--- config.mk ---
export PLATFORM = sky130hd
export DESIGN_NAME = mac_seq
export DESIGN_NICKNAME = d
export VERILOG_FILES = /design/src/rtl/mac_seq_pkg.sv /design/src/rtl/mac_seq.sv
export SDC_FILE = /design/constraint.sdc
export NUM_CORES = 1
export LEC_CHECK = 0
export CAP_MARGIN = 40
export CORE_UTILIZATION = 32
export DETAILED_ROUTE_END_ITERATION = 8
export PLACE_DENSITY = 0.95
export SYNTH_ARGS = -nofsm -noshare
export SYNTH_HDL_FRONTEND = slang
export SYNTH_SLANG_ARGS = --single-unit
--- constraint.sdc ---
create_clock -name clk -period 2.5 [get_ports clk]
set_input_delay 0.25 -clock clk [delete_from_list [all_inputs] [get_ports clk]]
set_output_delay 0.25 -clock clk [all_outputs]
set_load 0.01 [all_outputs]
--- src/rtl/mac_seq_pkg.sv ---
// Shared types and widths for the MAC sequencer: FSM state encoding and
// the command-length-to-element-count conversion.
package mac_seq_pkg;

  localparam int LEN_W  = 8;
  localparam int DATA_W = 16;
  localparam int CNT_W  = 9;

  typedef enum logic [2:0] {
    IDLE   = 3'd0,
    FEED   = 3'd1,
    DRAIN1 = 3'd2,
    DRAIN2 = 3'd3,
    RESULT = 3'd4
  } state_t;

  // A length of zero encodes the full 256-element vector.
  function automatic logic [CNT_W-1:0] len_to_cnt(input logic [LEN_W-1:0] len);
    if (len == '0) return CNT_W'(256);
    return {1'b0, len};
  endfunction

endpackage

--- src/rtl/mac_seq.sv ---
// Sequencer for an external MAC unit: accepts a vector length, streams operand
// pairs into the unit with the control strobes it needs, and presents its result.
module mac_seq
  import mac_seq_pkg::*;
(
  input  logic                     clk,
  input  logic                     rst_n,
  input  logic                     cmd_valid,
  output logic                     cmd_ready,
  input  logic [LEN_W-1:0]         cmd_len,
  input  logic                     op_valid,
  output logic                     op_ready,
  input  logic signed [DATA_W-1:0] op_a,
  input  logic signed [DATA_W-1:0] op_b,
  output logic signed [DATA_W-1:0] a_value,
  output logic signed [DATA_W-1:0] b_value,
  output logic                     aen,
  output logic                     ben,
  output logic                     men,
  output logic                     sen,
  output logic                     start,
  output logic                     sreset,
  input  logic signed [DATA_W-1:0] s_out,
  input  logic                     sat,
  output logic                     res_valid,
  input  logic                     res_ready,
  output logic signed [DATA_W-1:0] res_data,
  output logic                     res_sat
);

  state_t           r_state;
  state_t           w_next;
  logic [CNT_W-1:0] r_remaining;
  logic             r_start;
  logic             r_vld_p1;
  logic             r_last_p1;
  logic             r_vld_p2;
  logic             r_last_p2;
  logic             w_cmd_fire;
  logic             w_op_fire;
  logic             w_last;

  // cmd_ready is held low while reset is asserted so no command is taken mid-reset.
  assign cmd_ready  = (r_state == IDLE) && rst_n;
  assign op_ready   = (r_state == FEED);
  assign res_valid  = (r_state == RESULT);
  assign w_cmd_fire = cmd_valid && cmd_ready;
  assign w_op_fire  = op_valid && op_ready;
  assign w_last     = (r_remaining == CNT_W'(1));

  always_ff @(posedge clk or negedge rst_n) begin
    if (!rst_n) r_state <= IDLE;
    else        r_state <= w_next;
  end

  always_comb begin
    w_next = r_state;
    case (r_state)
      IDLE:    if (w_cmd_fire) w_next = FEED;
      FEED:    if (w_op_fire && w_last) w_next = DRAIN1;
      DRAIN1:  w_next = DRAIN2;
      DRAIN2:  w_next = RESULT;
      RESULT:  if (res_ready) w_next = IDLE;
      default: w_next = IDLE;
    endcase
  end

  always_ff @(posedge clk or negedge rst_n) begin
    if (!rst_n)          r_remaining <= '0;
    else if (w_cmd_fire) r_remaining <= len_to_cnt(cmd_len);
    else if (w_op_fire)  r_remaining <= r_remaining - CNT_W'(1);
  end

  // p1: multiply slot of each accepted pair; p2: its accumulate/close slot
  always_ff @(posedge clk or negedge rst_n) begin
    if (!rst_n) begin
      r_start   <= 1'b0;
      r_vld_p1  <= 1'b0;
      r_last_p1 <= 1'b0;
      r_vld_p2  <= 1'b0;
      r_last_p2 <= 1'b0;
    end else begin
      r_start   <= w_cmd_fire;
      r_vld_p1  <= w_op_fire;
      r_last_p1 <= w_op_fire && w_last;
      r_vld_p2  <= r_vld_p1;
      r_last_p2 <= r_last_p1;
    end
  end

  assign a_value  = op_a;
  assign b_value  = op_b;
  assign aen      = w_op_fire;
  assign ben      = w_op_fire;
  assign start    = r_start;
  assign men      = r_vld_p1;
  assign sen      = r_vld_p2 && !r_last_p2;
  assign sreset   = r_vld_p2 && r_last_p2;
  assign res_data = s_out;
  assign res_sat  = sat;

endmodule
==> results.py <==
metrics = {
    "power": {
        "powerDensity_nw_per_um2": 963,
        "irDropWorstVdd_mv": 0.377,
        "p_leak_nw": 0.471,
    },
    "placed_design": {
        "numPortBuffers": 21,
        "pre_cts_ws_ns": 0.544,
        "place_area_um2": 1130,
        "gp_congestion": 0.873,
        "place_hpwl_um": 1620,
    },
    "finish": {
        "postLayoutCoreUtil": 0.319,
        "final_nets": 174,
        "fillers": 405,
        "final_area_um2": 1170,
        "drive_above_1_share": 0.101,
        "areaGrowthSynthToFinish_pct": -4.77,
        "antennaDiodeCount": 0,
    },
    "critical_path": {
        "timing.rr.end": "r_state[0]",
        "critical_path_class": "reg2out",
        "crit_required_ns": 2.25,
        "crit_arrival_ns": 1.79,
        "worstRegToRegCells": 5,
        "cp-start-kind": "flip-flop",
        "crit_start": "r_state[1]",
        "r2r_start": "r_state[1]",
        "critPathMaxFanout": 7,
        "end_kind": "output pin",
        "r2r_setup_slack_ns": 0.84,
    },
    "min_path": {
        "hold_class": "reg2reg",
        "min_to": "r_last_p2",
        "hp-start": "r_last_p1",
        "hold_path_depth": 0,
    },
    "floorplanning": {
        "die-height_um": 64.1,
        "initial_utilization": 0.334,
        "die_area_um2": 4110,
        "num_io_pins": 120,
        "fp-row-count": 22,
        "coreArea_um2": 3690,
        "die_w_um": 64.1,
    },
    "cts": {
        "clock_latency_ns": 0.25,
        "postCtsHoldBufs": 0,
        "ctsResizeCount": 0,
        "htreeDepth": 1,
        "cts_setup_buffers": 0,
        "cts_tree": "built",
        "clockBufferDepth": 2,
        "clock-root-buffer": "clkbuf_8",
        "cts_buffers": 3,
        "cts_sinks": 17,
        "clk_pin_slew_ns": 0.07,
    },
    "global_routing": {
        "grt_busiest_layer": "met2",
        "grt_util_met1": 0.126,
        "grt_use_met2": 0.188,
        "grt_pass1_vias": 785,
        "antenna_found_initial": 0,
        "use_met3": 0.0589,
        "grt_max_degree": 18,
        "overflow": 0,
        "grt_pass1_wl_um": 3610,
        "grtUsageTotal": 0.117,
    },
    "timing": {
        "rsz0062_at_grt": "false",
        "tightest_slew_ns": 0.506,
        "clock.fmax_mhz": 490,
        "fin_crit_ns": 2.04,
        "setup_viol": 0,
        "timing.max_slew.rel_slack": 0.660,
        "setup_ws_ns": 0.461,
        "finalHoldViolCount": 0,
        "post-route-period-util": 0.816,
        "fin_skew_ns": 0.00513,
        "slew_violations": 0,
        "tns_ns": 0,
    },
    "synthesis": {
        "ys_types": 33,
        "seq_area_frac_synth": 0.345,
        "syn_area_per_cell_um2": 9.21,
        "syn-cell-area_um2": 1230,
        "syn_nets": 198,
        "syn_inst": 134,
        "ys_seq_elements": 17,
        "synth_warnings": 0,
    },
    "drt": {
        "drc": 0,
        "drtPass1Iterations": 4,
        "via_count": 772,
        "vias_per_cell": 4.92,
        "totalWireLength_um": 2110,
        "drtIter0Drc": 25,
        "wl_per_cell_um": 13.5,
        "postRouteAntennaNets": 0,
    },
    "job": {
        "maxCapViolCount": 0,
    },
    "run_status": {
        "status": "finished clean",
    },
}
-- cells in the mapped netlist (all sizes together) --
library cell / count / area (µm²)
o311ai: 1 / 8.76
xor2: 3 / 26.3
ha: 2 / 25.0
buf: 51 / 383
nand4b: 1 / 8.76
inv: 5 / 18.8
o21ai: 5 / 25.0
nand4: 3 / 18.8
nor3b: 2 / 15.0
or4: 1 / 7.51
dfrtp: 17 / 425
nor4: 4 / 25.0
o211ai: 2 / 15.0
nand3: 5 / 30.0
xnor2: 1 / 8.76
a221o: 2 / 20.0
and2: 1 / 6.26
clkinv: 1 / 5.00
o2bb2ai: 1 / 8.76
o31ai: 1 / 7.51
nor2b: 2 / 12.5
nand2b: 1 / 6.26
nand2: 10 / 37.5
a21oi: 2 / 10.0
nand4bb: 1 / 27.5
nor3: 1 / 5.00
nor4b: 1 / 15.0
o22ai: 1 / 6.26
nor2: 6 / 25.0
-- flip-flops by register name, summed over array words and instances, names as in the netlist --
register and count:
r_vld_p2 1, men 1, r_state 3, r_last_p1 1, start 1, r_remaining 9
r_last_p2 1
-- where the power goes --
group          switching, mW  total [mW]  internal, mW
logic                  0.223       0.449         0.226
clock network         0.0923       0.203         0.111
registers              0.110       0.480         0.370
-- metal layers --
metal,up-vias,routed length (µm)
met1,377,838
met2,27,1010
met4,0,48
li1,354,-
met5,-,0
met3,14,218
-- cell type report --
cell class / instances / area (µm²) / share of cell area
clock buffer: 3 / 41.3 / 0.0351
tap: 48 / 60.1 / 0.0511
timing repair buffer: 22 / 218 / 0.185
clock inverter: 1 / 5.00 / 0.00426
multi-input combinational: 60 / 402 / 0.342
inverter: 6 / 23.8 / 0.0202
sequential: 17 / 425 / 0.362
-- through the flow --
stage	power [mW]	cells	hold WS [ns]
2_1_floorplan	0.845	134	-0.0456
3_3_place_gp	0.926	153	0.334
3_5_place_dp	0.937	153	0.336
4_1_cts	1.14	157	0.352
5_1_grt	1.22	157	0.367
6_report	1.13	157	0.349
-- critical path: stages, from the launching register on --
cell	delay (ns)
dfrtp_1	0.47
nor4b_2	0.44
clkdlybuf4s50_1	0.63
-- worst max path at each step --
| stage | depth (start not counted) | end |
|---|---|---|
| after floorplan | 5 | r_remaining[2] |
| after global placement | 3 | cmd_ready |
| after detailed placement | 3 | cmd_ready |
| after CTS | 2 | cmd_ready |
| after global routing | 2 | cmd_ready |
| final | 2 | cmd_ready |
-- cell usage in the layout, fill, tap and decap left out, drive strengths merged, types with 2 or more instances in the layout --
master          n
clkdlybuf4s50  21
dfrtp          17
nand2          10
nor2            6
inv             5
nand3           5
o21ai           5
nor4            4
nand4           3
xor2            3
clkbuf          3
nor3b           2
clkinv          2
nor2b           2
a21oi           2
o211ai          2
a221o           2
ha              2
-- cell families (layout without fill, tap and decap cells) --
| group | Yosys count | in the layout | synth area share |
|---|---|---|---|
| AO/OA/AOI/OAI | 15 | 15 | 0.0822 |
| XOR/XNOR | 4 | 4 | 0.0284 |
| adder cells (fa/ha/maj) | 2 | 2 | 0.0203 |
| buffers and inverters | 57 | 32 | 0.330 |
| flip-flops | 17 | 17 | 0.345 |
| AND/OR/NAND/NOR | 39 | 39 | 0.195 |
Power figures use the tool's default switching activity.
